==> src/rtl/sum_accum_if.sv <==
// sum_accum_if: handshake bundle between the adder stage, the block
// accumulator and the downstream consumer of block totals.
//
//   clr        producer -> accum   synchronous abort of the current block
//   in_valid   producer -> accum   adder result present
//   in_ready   accum -> producer   accumulator can take a sample this cycle
//   in_sum     producer -> accum   adder sum bits (DATA_W)
//   in_co      producer -> accum   adder carry-out
//   out_valid  accum -> consumer   block total available
//   out_ready  consumer -> accum   consumer takes the total
//   out_acc    accum -> consumer   saturated block total (ACC_W)
//   out_ovf    accum -> consumer   total saturated during the block
//
// master is the side driving samples/clr/out_ready; slave is the accumulator.
interface sum_accum_if #(
    parameter int DATA_W = 5,
    parameter int ACC_W  = 10
) ();
    logic              clr;
    logic              in_valid;
    logic              in_ready;
    logic [DATA_W-1:0] in_sum;
    logic              in_co;
    logic              out_valid;
    logic              out_ready;
    logic [ACC_W-1:0]  out_acc;
    logic              out_ovf;

    modport master (
        output clr, in_valid, in_sum, in_co, out_ready,
        input  in_ready, out_valid, out_acc, out_ovf
    );

    modport slave (
        input  clr, in_valid, in_sum, in_co, out_ready,
        output in_ready, out_valid, out_acc, out_ovf
    );
endinterface

==> src/rtl/sum_accum.sv <==
// sum_accum: accumulates COUNT adder results ({carry-out, sum}) into a
// saturating ACC_W-bit total, then offers the total with a sticky overflow
// flag on an output valid/ready handshake.
//
//   clk    rising-edge clock
//   rst_n  synchronous active-low reset (priority over clr)
//   bus    sum_accum_if.slave: clr, in_valid/in_ready/in_sum/in_co,
//          out_valid/out_ready/out_acc/out_ovf
module sum_accum #(
    parameter int DATA_W = 5,
    parameter int ACC_W  = 10,
    parameter int COUNT  = 4
) (
    input  logic        clk,
    input  logic        rst_n,
    sum_accum_if.slave  bus
);
    typedef enum logic {ACCUM = 1'b0, DONE = 1'b1} state_t;

    localparam logic [7:0] LAST = 8'(COUNT - 1);

    state_t            state;
    state_t            state_nx;
    logic [ACC_W-1:0]  acc;
    logic [7:0]        cnt;
    logic              ovf;
    logic [ACC_W-1:0]  out_acc;
    logic              out_ovf;
    logic [ACC_W-1:0]  sample;
    logic [ACC_W:0]    add_res;
    logic              accept;
    logic              last;

    // Returns {overflow, value}; the value pins to all ones on overflow,
    // so an all-ones accumulator stays all ones for the rest of the block.
    function automatic logic [ACC_W:0] sat_add(input logic [ACC_W-1:0] a,
                                               input logic [ACC_W-1:0] b);
        logic [ACC_W:0] s;
        s = {1'b0, a} + {1'b0, b};
        if (s[ACC_W])
            return {1'b1, {ACC_W{1'b1}}};
        return s;
    endfunction

    always_comb begin
        sample            = '0;
        sample[DATA_W:0]  = {bus.in_co, bus.in_sum};
    end

    // in_ready depends on state and rst_n only
    assign bus.in_ready  = rst_n && (state == ACCUM);
    assign bus.out_valid = (state == DONE);
    assign bus.out_acc   = out_acc;
    assign bus.out_ovf   = out_ovf;

    assign accept  = bus.in_valid && bus.in_ready && !bus.clr;
    assign last    = (cnt == LAST);
    assign add_res = sat_add(acc, sample);

    always_comb begin
        state_nx = state;
        case (state)
            ACCUM: if (accept && last) state_nx = DONE;
            DONE:  if (bus.out_ready)  state_nx = ACCUM;
            default: state_nx = ACCUM;
        endcase
    end

    always_ff @(posedge clk) begin
        if (!rst_n)
            state <= ACCUM;
        else if (bus.clr)
            state <= ACCUM;
        else
            state <= state_nx;
    end

    // Accumulator, count and result registers; clr/reset drop any pending total
    always_ff @(posedge clk) begin
        if (!rst_n || bus.clr) begin
            acc     <= '0;
            cnt     <= '0;
            ovf     <= 1'b0;
            out_acc <= '0;
            out_ovf <= 1'b0;
        end else if (accept) begin
            acc <= add_res[ACC_W-1:0];
            cnt <= cnt + 8'd1;
            ovf <= ovf | add_res[ACC_W];
            if (last) begin
                out_acc <= add_res[ACC_W-1:0];
                out_ovf <= ovf | add_res[ACC_W];
            end
        end else if (state == DONE && bus.out_ready) begin
            acc <= '0;
            cnt <= '0;
            ovf <= 1'b0;
        end
    end
endmodule
==> src/flat_wrapper.sv <==
// flat-port wrapper written by rule: the top's interface ports become plain ports
module sum_accum_flat 
#(
    parameter int DATA_W = 5,
    parameter int ACC_W  = 10,
    parameter int COUNT  = 4
)
  (clk, rst_n, bus_clr, bus_in_valid, bus_in_sum, bus_in_co, bus_out_ready, bus_in_ready, bus_out_valid, bus_out_acc, bus_out_ovf);
  sum_accum_if #(.DATA_W(DATA_W), .ACC_W(ACC_W)) bus_i ();
  input  logic clk;
  input  logic rst_n;
  input wire logic [$bits(bus_i.clr)-1:0] bus_clr;
  input wire logic [$bits(bus_i.in_valid)-1:0] bus_in_valid;
  input wire logic [$bits(bus_i.in_sum)-1:0] bus_in_sum;
  input wire logic [$bits(bus_i.in_co)-1:0] bus_in_co;
  input wire logic [$bits(bus_i.out_ready)-1:0] bus_out_ready;
  output wire logic [$bits(bus_i.in_ready)-1:0] bus_in_ready;
  output wire logic [$bits(bus_i.out_valid)-1:0] bus_out_valid;
  output wire logic [$bits(bus_i.out_acc)-1:0] bus_out_acc;
  output wire logic [$bits(bus_i.out_ovf)-1:0] bus_out_ovf;
  assign bus_i.clr = bus_clr;
  assign bus_i.in_valid = bus_in_valid;
  assign bus_i.in_sum = bus_in_sum;
  assign bus_i.in_co = bus_in_co;
  assign bus_i.out_ready = bus_out_ready;
  assign bus_in_ready = bus_i.in_ready;
  assign bus_out_valid = bus_i.out_valid;
  assign bus_out_acc = bus_i.out_acc;
  assign bus_out_ovf = bus_i.out_ovf;
  sum_accum #(.DATA_W(DATA_W), .ACC_W(ACC_W), .COUNT(COUNT)) u_core (.clk(clk), .rst_n(rst_n), .bus(bus_i));
endmodule
==> config.mk <==
export PLATFORM = sky130hd
export DESIGN_NAME = sum_accum_flat
export DESIGN_NICKNAME = d
export VERILOG_FILES = /design/src/rtl/sum_accum_if.sv /design/src/rtl/sum_accum.sv /design/src/flat_wrapper.sv
export SDC_FILE = /design/constraint.sdc
export NUM_CORES = 1
export LEC_CHECK = 0
export CAP_MARGIN = 20
export CORE_MARGIN = 2
export CORE_UTILIZATION = 53
export CTS_BUF_LIST = sky130_fd_sc_hd__clkbuf_4 sky130_fd_sc_hd__clkbuf_8 sky130_fd_sc_hd__clkbuf_16
export DETAILED_ROUTE_END_ITERATION = 7
export GPL_TIMING_DRIVEN = 0
export PLACE_DENSITY = 0.84
export SETUP_SLACK_MARGIN = 0.02
export SLEW_MARGIN = 25
export SYNTH_ARGS = -nofsm -noshare
export SYNTH_HDL_FRONTEND = slang
export SYNTH_SLANG_ARGS = --single-unit
export TNS_END_PERCENT = 30
==> constraint.sdc <==
create_clock -name clk -period 2.94 [get_ports clk]
set_input_delay 0.588 -clock clk [delete_from_list [all_inputs] [get_ports clk]]
set_output_delay 0.588 -clock clk [all_outputs]
set_load 0.05 [all_outputs]
Word level (Yosys, flattened, before mapping)
Index checks and enable logic that the tools add are counted.
{"block": "classes", "add_sub_neg": 2, "eq_ne": 1, "mux": 12, "bitwise_logic": 3, "reduce_logical": 11}
{"op": "$mux W11", "n": 2}
{"op": "$mux W10", "n": 2}
{"op": "$mux W8", "n": 2}
{"op": "$add A10 B6 Y11", "n": 1}
{"op": "$add A8 B1 Y8 const B", "n": 1}
{"op": "$eq A8 B2 Y1 const B", "n": 1}
{"op": "$logic_and A1 B1 Y1", "n": 5}
{"op": "$mux W1", "n": 5}
{"op": "$logic_not A1 Y1", "n": 2}
{"op": "$not A1 Y1", "n": 2}
{"op": "$pmux W1 S2", "n": 1}
{"op": "$reduce_and A2 Y1", "n": 1}
{"op": "$reduce_bool A2 Y1", "n": 1}
{"op": "$reduce_or A2 Y1", "n": 1}
{"op": "$logic_or A1 B1 Y1", "n": 1}
{"op": "$or A1 B1 Y1", "n": 1}
{"block": "word_totals", "register_bits": 31, "elab_cells": 35}

Logic depth before layout (Yosys ltp)
Gate-level depths: netlist (run 1).
{"block": "logic_depth", "word_depth": 7, "depth_mapped": 8}

Least setup slack after synthesis (run 1)
Ideal clock, no wire load.
{"block": "synth_timing", "path_type": "in2reg", "start": "in bus_in_sum[0]", "end": "reg u_core.acc[9]", "arrival_time_ns": 2.212, "t_required_ns": 2.834, "path_slack_ns": 0.622, "stages": 8, "path_buffers": 0, "cell_sequence": "ha_1 inv_1 fa_1 nor2b_1 o211ai_1 a211oi_2 nand2_1 o311ai_0"}
{"block": "synth_via", "elab_chain_cells": 4}
{"item": "start: declaration", "line": "flat_wrapper.sv:14", "text": "input wire logic [$bits(bus_i.in_sum)-1:0] bus_in_sum;"}
{"item": "$add A10 B6 Y11 (*)", "line": "sum_accum.sv:39", "text": "s = {1'b0, a} + {1'b0, b};"}
{"item": "$mux W1", "line": "sum_accum.sv:40", "text": "if (s[ACC_W])"}
{"item": "$mux W11 (*)", "line": "sum_accum.sv:42", "text": "return s;"}
{"item": "$mux W10 (*)", "line": "sum_accum.sv:86", "text": "end else if (accept) begin"}
{"item": "end signal: assignment", "line": "sum_accum.sv:87", "text": "acc <= add_res[ACC_W-1:0];"}
{"item": "end: declaration", "line": "sum_accum.sv:24", "text": "logic [ACC_W-1:0] acc;"}
Every way passes the cells marked *; elsewhere a longest branch is shown, timed or not.
A chain may end at the register's enable or synchronous reset.

Final worst setup path (run 1)
{"block": "layout_timing", "start": "in bus_in_sum[0]", "end": "reg u_core.acc[8]"}
The elaborated chain is that of the path after synthesis.

==> results of run 1 <==
[sequential cells by signal, indices dropped and copies added, names as in the netlist]
register / flops
u_core.cnt: 8
u_core.bus.out_ovf: 1
u_core.bus.out_valid: 1
u_core.ovf: 1
u_core.acc: 10
u_core.bus.out_acc: 10
[repair_timing]
item                                    CTS  global route
pin swaps                                 0             1
gates cloned                              0             0
endpoints found under the setup margin    1             2
buffers inserted                          0             3
hold endpoints to repair                  0             0
gates resized for setup                   1             0
[stage by stage]
step / total power, mW / hold WS [ps] / TNS (ps) / instances
floorplan: 0.4964 / 429.1 / 0 / 200
global placement: 0.5270 / 444.2 / -2594 / 267
detailed placement: 0.5289 / 447.8 / -2986 / 267
CTS: 0.7798 / 463.7 / 0 / 275
global route: 0.8130 / 497.8 / 0 / 278
finish: 0.7785 / 461.9 / 0 / 278
[routing by layer]
metal,vias up,GRT usage (%)
li1,812,-
met4,0,11.43
met1,750,32.93
met2,72,39.13
met3,4,6.277
met5,-,0
[synthesized netlist by cell type (2+ instances only)]
master and number:
dfxtp_1 31, a21oi_1 19, nand2_1 17, o21ai_0 17
nor2_1 16, nor3_1 9, nand3_1 8, ha_1 7
nand2b_1 7, a31oi_1 6, clkbuf_1 5, nor2b_1 5
o211ai_1 5, inv_1 4, nand4_1 4, and3_1 3
a21o_1 2, a22oi_1 2, buf_2 2, nand4bb_1 2
nor4_2 2, nor4b_1 2, o21a_1 2, or4_1 2
xor2_1 2
[cell type report]
| class | instances | area share (%) |
|---|---|---|
| clock buffer | 7 | 2.580 |
| clock inverter | 1 | 0.2457 |
| sequential | 31 | 30.47 |
| buffer | 8 | 1.966 |
| tap | 44 | 2.703 |
| inverter | 4 | 0.7371 |
| multi-input combinational | 157 | 48.89 |
| timing repair buffer | 26 | 12.41 |
[tightest hold or removal path, cell delays in order (launching register included)]
cell and delay (ps):
dfxtp_1 320, nand3_1 60, nand2_1 40
[path summary, 6_finish.rpt]
kind | from | to | slack, ps | cells after the start
worst min-delay path | u_core.ovf$_SDFFE_PP0P_ | u_core.ovf$_SDFFE_PP0P_ | 460 | 2
worst max register to register | u_core.acc[0]$_SDFFE_PP0P_ | u_core.acc[8]$_SDFFE_PP0P_ | 620 | 8
worst max-delay path | bus_in_sum[0] | u_core.acc[8]$_SDFFE_PP0P_ | 240 | 9
worst min register to register | u_core.ovf$_SDFFE_PP0P_ | u_core.ovf$_SDFFE_PP0P_ | 460 | 2
[cells by family after synthesis]
group,count (synthesis)
buf+inv,12
fa+ha+maj,8
compound gates,63
simple gates,82
flops,31
mux,1
xor+xnor,3
[layout by cell type, fill, tap and decap left out, types with 2 or more instances in the layout]
master           count
nand2b_1             7
a22oi_1              2
and3_1               3
dfxtp_1             31
a21o_1               2
nor2b_1              5
clkbuf_1             5
nand4bb_1            2
o211ai_1             5
buf_2                2
nand4_1              4
a31oi_1              6
clkbuf_4             7
nor2_1              16
or4_1                2
nand2_1             17
nor4b_1              2
nand3_1              8
xor2_1               2
clkdlybuf4s50_1     23
ha_1                 7
o21a_1               2
a21oi_1             19
nor4_2               2
o21ai_0             17
nor3_1               9
inv_1                4
buf_4                3
[power by group]
group | switching, mW | internal (mW)
sequential | 0.00437 | 0.425
clock | 0.145 | 0.112
combinational | 0.0538 | 0.0387
total | 0.204 | 0.575
==> reports/metrics.cfg, run 1 <==
[setup_path]
max_stage_delay_ps=460
crit_top_cell=a21oi_1
cp_slowest_cell=clkdlybuf4s50_1
arrival_ps=2950
endpoint_kind=flip-flop
crit_required_ps=3180
path_class=input port to flip-flop
critPathBufInv=2
crit_chain=clkdlybuf4s50_1 -> ha_1 -> inv_1 -> fa_1 -> nor2b_1 -> o211ai_1 -> a21oi_1 -> a21oi_1 -> a311oi_1
startpoint_type=input port
crit_family=compound AO/OA/AOI/OAI gates
critPathMaxFanout=5

[route]
drc=0
wl_per_cell_um=14.63
wl_met3_um=279
dr.pass1.iters=5
initialDrtViolationCount=119
met1_length_mm=1.866
viasPerCell=5.892
routed.top_layer=met4
wl_met2_mm=1.900
route.vias.total=1638
drt_wl_total_mm=4.067
ant_nets=0

[global_route]
grt_max_degree=11
antenna_found_initial=0
globalRouteOverflowTotal=0
grt_first_pass_wirelength_mm=6.624
grt_pass1_vias=1491
track_usage_pct=25.24

[power]
leakagePower_nw=0.7413
ir_worst_vdd_v=0.0002778
p_per_area_nw_per_um2=382.2

[timing]
rsz0062_at_grt=false
post-route-period-util_pct=91.93
timing.slew.headroom_pct=48.35
fin_ws_ps=237.3
slew_viol_final=0
clock_skew_ps=4.589
tightest_slew_ps=768.3
timing.final.crit_period_ps=2703
setup_viol_count_final=0
hold_viol_final=0
max_freq_ghz=0.3700

[logic_synthesis]
syn_avg_cell_area_sq_um=8.320
synth_area_sq_um=1664
synth_seq_cells=31
ys_top_cells_by_area=dfxtp_1 37%, a21oi_1 5.7%, ha_1 5.3%
async_reset_ff_share_pct=0
synth_area_leader_cell=dfxtp_1
synth-seq-area-share_pct=37.29
synthFlopType=dfxtp_1
syn-instance-count=200
synth_compound_area_share_pct=23.76
yosys-mux-area-fraction_pct=0.6767
yosysTopAreaCellShare_pct=37.29
yosys.area_share.simple_pct=26.92
synth_top_family_by_area=simple AND/OR/NAND/NOR gates
ys.warnings.count=0
synth_xor_area_share_pct=1.579
synth_edf_count=0
syn_nets=219
yosys.area_share.adder_pct=6.466
ys_types=44

[floorplan]
rows=20
die_w_um=60.04
dieArea_sq_um=3604
dieHeight_um=60.04
start_util_pct=54.96
io_pins=24
core_sq_um=3028

[clock_network]
cts_hold_buf=0
htree_num_levels=2
cts.clk_slew.worst_paths_ps=100
numCtsBuffers=5
cts_tree=yes
cts_sinks=31
clk-insertion-delay-late_ps=330
clockRootBuffer=clkbuf_4
clockBufferDepth=2

[layout]
syn2layout_area_growth_pct=22.41
register_area_sq_um=620.6
fillers=262
fin_nets=252
layout-drive-gt1-share_pct=8.120
multiInputGateArea_sq_um=996.0
post-route-cell-area_sq_um=2037
diodes=0
final_util_pct=67.27

[outcome]
status=finished, final reports clean

[placement]
dp_slack_ps=-361.4
port_buffers=23
dpl-instance-area_sq_um=1949
hpwl_mm=2.926
place.gp.congestion=0.8922

[flow_run]
cap_violations=0

[hold_path]
hp-class=flip-flop to flip-flop

No activity file was read; power rests on OpenSTA's default activity.
==> inputs of run 2 (changes only) <==
==> constraint.sdc (replaced) <==
create_clock -name clk -period 3.1 [get_ports clk]
set_input_delay 0.465 -clock clk [delete_from_list [all_inputs] [get_ports clk]]
set_output_delay 0.465 -clock clk [all_outputs]
set_load 0.05 [all_outputs]
==> reports/metrics.cfg, run 2 (synthesis gave the netlist of run 1 again) <==
[route]
wl_met3_um=300
wl_per_cell_um=14.61
drc=0
viasPerCell=5.949
dr.pass1.iters=5
initialDrtViolationCount=83
ant_nets=0
routed.top_layer=met4
met1_length_mm=1.813
drt_wl_total_mm=4.019
route.vias.total=1636
wl_met2_mm=1.860

[floorplan]
start_util_pct=54.96
dieHeight_um=60.04
io_pins=24
die_w_um=60.04
rows=20
dieArea_sq_um=3604
core_sq_um=3028

[global_route]
globalRouteOverflowTotal=0
track_usage_pct=25.24
grt_max_degree=11
grt_first_pass_wirelength_mm=6.658
grt_pass1_vias=1502
antenna_found_initial=0

[timing]
setup_viol_count_final=0
max_freq_ghz=0.3481
hold_viol_final=0
post-route-period-util_pct=92.67
clock_skew_ps=3.574
timing.slew.headroom_pct=48.40
timing.final.crit_period_ps=2873
slew_viol_final=0
rsz0062_at_grt=false
setup_tns_ps=0
fin_ws_ps=227.3
tightest_slew_ps=767.6

[clock_network]
cts_hold_buf=0
cts.clk_slew.worst_paths_ps=90
numCtsBuffers=5
cts_resized=0
cts_sinks=31
clk-insertion-delay-late_ps=340
htree_num_levels=2
cts_tree=yes
clockBufferDepth=2
postCtsSetupRepairBufs=0
clockRootBuffer=clkbuf_4

[setup_path]
arrival_ps=3110
endpoint_kind=flip-flop
cp_slowest_cell=a211oi_2
max_stage_delay_ps=650
r2r_cells=8
path_class=input port to flip-flop
crit_chain=clkdlybuf4s50_1 -> ha_1 -> inv_1 -> fa_1 -> nor2b_1 -> o211ai_1 -> a211oi_2 -> nand2_1 -> o311ai_0
critPathMaxFanout=8
rrSetupSlack_ps=480
startpoint_type=input port
crit_required_ps=3330

[layout]
fillers=263
reg.largest.list=u_core.acc (10), u_core.bus.out_acc (10), u_core.cnt (8)
syn2layout_area_growth_pct=20.60
layout_common_cells=31 x dfxtp_1, 23 x clkdlybuf4s50_1, 19 x a21oi_1
post-route-cell-area_sq_um=2007
diodes=0
final_common_cell=dfxtp_1
fin_nets=249
layout-drive-gt1-share_pct=6.926

[placement]
port_buffers=23
place.gp.congestion=0.8922
dpl-instance-area_sq_um=1949
hpwl_mm=2.926
dp_slack_ps=-78.35

[hold_path]
hp-class=flip-flop to flip-flop
hold_depth=2

[power]
ir_worst_vdd_v=0.0002515
p_per_area_nw_per_um2=368.3
leakagePower_nw=0.7249
total_power_mw=0.7391

[outcome]
status=finished, final reports clean

[flow_run]
cap_violations=0

-- run 2: cell count changes in the layout (fill, tap and decap cells not counted), sizes merged --
cell / before / now
buf: 6 / 3
-- run 2: worst max-delay path: cells and delay by family --
family	cells	cell delay (ps)
AOI/OAI and AO/OA	3	1050
adders and majority gates	2	570
buffers and inverters	2	520
and+or+nand+nor	2	500
-- run 2: area by class of cell --
type / instances / area [sq um] / area share [%]
clock buffers: 7 / 52.55 / 2.618
plain buffers: 8 / 40.04 / 1.995
flip-flops and latches: 31 / 620.6 / 30.92
inverters: 4 / 15.01 / 0.7481
repair buffers: 23 / 230.2 / 11.47
clock inverters: 1 / 5.005 / 0.2494
multi-input cells: 157 / 988.4 / 49.25
well taps: 44 / 55.05 / 2.743
-- run 2: metal layers --
layer | vias up | GRT usage, %
met5 | - | 0
met4 | 0 | 11.75
met3 | 6 | 6.277
met2 | 65 | 39.13
met1 | 757 | 32.80
li1 | 808 | -
-- run 2: power breakdown --
group          switching [mW]  leakage (nW)  internal, mW
logic                  0.0501         0.438        0.0367
registers             0.00410         0.250         0.403
clock network           0.140        0.0361         0.106
-- run 2: metrics by stage --
stage	hold WS [ps]	utilization, %	std cells
after floorplan	429.1	-	200
after global placement	444.2	64.38	267
after detailed placement	447.8	64.38	267
after CTS	463.7	66.28	275
after global routing	497.8	66.28	275
final	461.5	66.28	275
-- run 2: path summary, 6_finish.rpt --
check | startpoint | endpoint
worst min-delay path | u_core.ovf$_SDFFE_PP0P_ | u_core.ovf$_SDFFE_PP0P_
worst max-delay path | bus_in_sum[0] | u_core.acc[9]$_SDFFE_PP0P_
worst max register to register | u_core.acc[0]$_SDFFE_PP0P_ | u_core.acc[9]$_SDFFE_PP0P_
worst min register to register | u_core.ovf$_SDFFE_PP0P_ | u_core.ovf$_SDFFE_PP0P_
==> inputs of run 3 (changes only) <==
--- a/config.mk
+++ b/config.mk
@@ -7,12 +7,13 @@
 export LEC_CHECK = 0
 export CAP_MARGIN = 20
 export CORE_MARGIN = 2
-export CORE_UTILIZATION = 53
-export CTS_BUF_LIST = sky130_fd_sc_hd__clkbuf_4 sky130_fd_sc_hd__clkbuf_8 sky130_fd_sc_hd__clkbuf_16
+export CORE_UTILIZATION = 55
+export CTS_BUF_LIST = sky130_fd_sc_hd__clkbuf_8
 export DETAILED_ROUTE_END_ITERATION = 7
 export GPL_TIMING_DRIVEN = 0
-export PLACE_DENSITY = 0.84
+export PLACE_DENSITY = 0.87
 export SETUP_SLACK_MARGIN = 0.02
+export SKIP_LAST_GASP = 1
 export SLEW_MARGIN = 25
 export SYNTH_ARGS = -nofsm -noshare
 export SYNTH_HDL_FRONTEND = slang
==> reports/metrics.cfg, run 3 (synthesis gave the netlist of run 1 again) <==
[setup_path]
rr_startpoint=u_core.acc[0]$_SDFFE_PP0P_
endpoint_kind=flip-flop
startpoint_type=input port
crit_chain=clkdlybuf4s50_1 -> ha_1 -> inv_1 -> fa_1 -> nor2b_1 -> o211ai_1 -> a211oi_4 -> nand2_1 -> o311ai_0
arrival_ps=2930
crit_required_ps=3280
cp_slowest_cell=a211oi_4
critPathLaunch=bus_in_sum[0]
critPathMaxFanout=8
path_class=input port to flip-flop
max_stage_delay_ps=530

[power]
intPower_mw=0.6788
seq_power_share_pct=45.1
p_per_area_nw_per_um2=439.1
pwr-share-clk_pct=44.9
p_comb_share_pct=9.9
ir_worst_vdd_v=0.0003279
power.switching_mw=0.2228
leakagePower_nw=0.7469
swShare_pct=24.71

[floorplan]
io_pins=24
dieArea_sq_um=3482
dieHeight_um=59.01
die_w_um=59.01
rows=19
core_sq_um=2805
start_util_pct=59.32

[global_route]
track_usage_pct=25.33
grt_pass1_vias=1433
grt_first_pass_wirelength_mm=6.541
globalRouteOverflowTotal=0
antenna_found_initial=0
grt_max_degree=12

[timing]
max_freq_ghz=0.3635
setup_viol_count_final=0
timing.final.crit_period_ps=2751
rsz0062_at_grt=false
timing.slew.headroom_pct=49.17
tightest_slew_ps=756.2
hold_viol_final=0
post-route-period-util_pct=88.74
slew_viol_final=0
clock_skew_ps=7.025

[placement]
dp_cells=254
hpwl_mm=2.856
place.gp.congestion=0.9405
dpl-instance-area_sq_um=1933
port_buffers=23

[route]
wl_per_cell_um=15.55
viasPerCell=6.370
route.vias.total=1669
ant_nets=0
dr.pass1.iters=5
initialDrtViolationCount=164
drc=0
drt_wl_total_mm=4.075

[layout]
fin_nets=249
fillers=219
layout_common_cells=31 x dfxtp_1, 23 x clkdlybuf4s50_1, 19 x a21oi_1
final_cells=262
diodes=0
final_common_cell=dfxtp_1
final_util_pct=73.19
reg.largest.list=u_core.acc (10), u_core.bus.out_acc (10), u_core.cnt (8)
layout-drive-gt1-share_pct=6.926
post-route-cell-area_sq_um=2053
syn2layout_area_growth_pct=23.38

[clock_network]
cts_hold_buf=0
numCtsBuffers=5
cts_tree=yes
cts.clk_slew.worst_paths_ps=70
htree_num_levels=2
cts_sinks=31
clockBufferDepth=2
clockRootBuffer=clkbuf_8
clk-insertion-delay-late_ps=290

[flow_run]
cap_violations=0

[hold_path]
hp-class=flip-flop to flip-flop
min_from=u_core.acc[0]$_SDFFE_PP0P_

[outcome]
status=finished, final reports clean

[run 3: changes by cell type in the layout (fill, tap and decap cells not counted), sizes merged]
cell,change
bufinv,+1
clkinv,+1
clkbuf,-2
[run 3: per-layer routing]
metal  up-vias  track usage, %  wire length [um]
li1        812               -                 -
met1       779           33.24              1921
met2        70           39.05              1829
met3         8           7.205               254
met4         0           10.71                68
met5         -               0                 0
[run 3: path summary, 6_finish.rpt]
check	to	slack (ps)	cells after the start
worst max register to register	u_core.acc[9]$_SDFFE_PP0P_	660	8
worst min register to register	u_core.acc[0]$_SDFFE_PP0P_	460	2
worst max-delay path	u_core.acc[9]$_SDFFE_PP0P_	350	9
worst min-delay path	u_core.acc[0]$_SDFFE_PP0P_	460	2
[run 3: critical path: cells and delay by family]
kind / cells / cell delay, ps
compound gates: 3 / 920
fa+ha+maj: 2 / 580
buf+inv: 2 / 520
simple gates: 2 / 440
[run 3: power by group through the flow]
stage	sequential (mW)	clock [mW]	combinational, mW
after floorplan	0.415	0	0.0556
after global placement	0.416	0	0.0837
after detailed placement	0.416	0	0.0854
after CTS	0.407	0.406	0.0867
after global routing	0.408	0.423	0.0983
final	0.407	0.405	0.0897
[run 3: cell type report]
cell class,instances,area (sq um),area share [%]
Multi-Input combinational cell,157,996.0,48.51
Sequential cell,31,620.6,30.23
Timing Repair Buffer,23,230.2,11.21
Clock buffer,5,68.82,3.352
Clock inverter,3,43.79,2.133
Buffer,8,40.04,1.950
Tap cell,31,38.79,1.889
Inverter,4,15.01,0.7313
[run 3: timing repair]
item                       CTS  global route
setup endpoints to repair    0             1
resized for setup            0             1
setup buffers                0             0
[run 3: per-stage QoR]
stage / total power, mW / TNS (ps) / worst slack, ps / hold slack, ps
CTS: 0.8993 / 0 / 226.9 / 466.7
finish: 0.9016 / 0 / 349.0 / 457.3
global placement: 0.4997 / -43.27 / -43.27 / 442.9
floorplan: 0.4708 / 0 / 905.3 / 429.1
global route: 0.9290 / 0 / 185.1 / 483.3
detailed placement: 0.5015 / -49.68 / -47.25 / 450.2
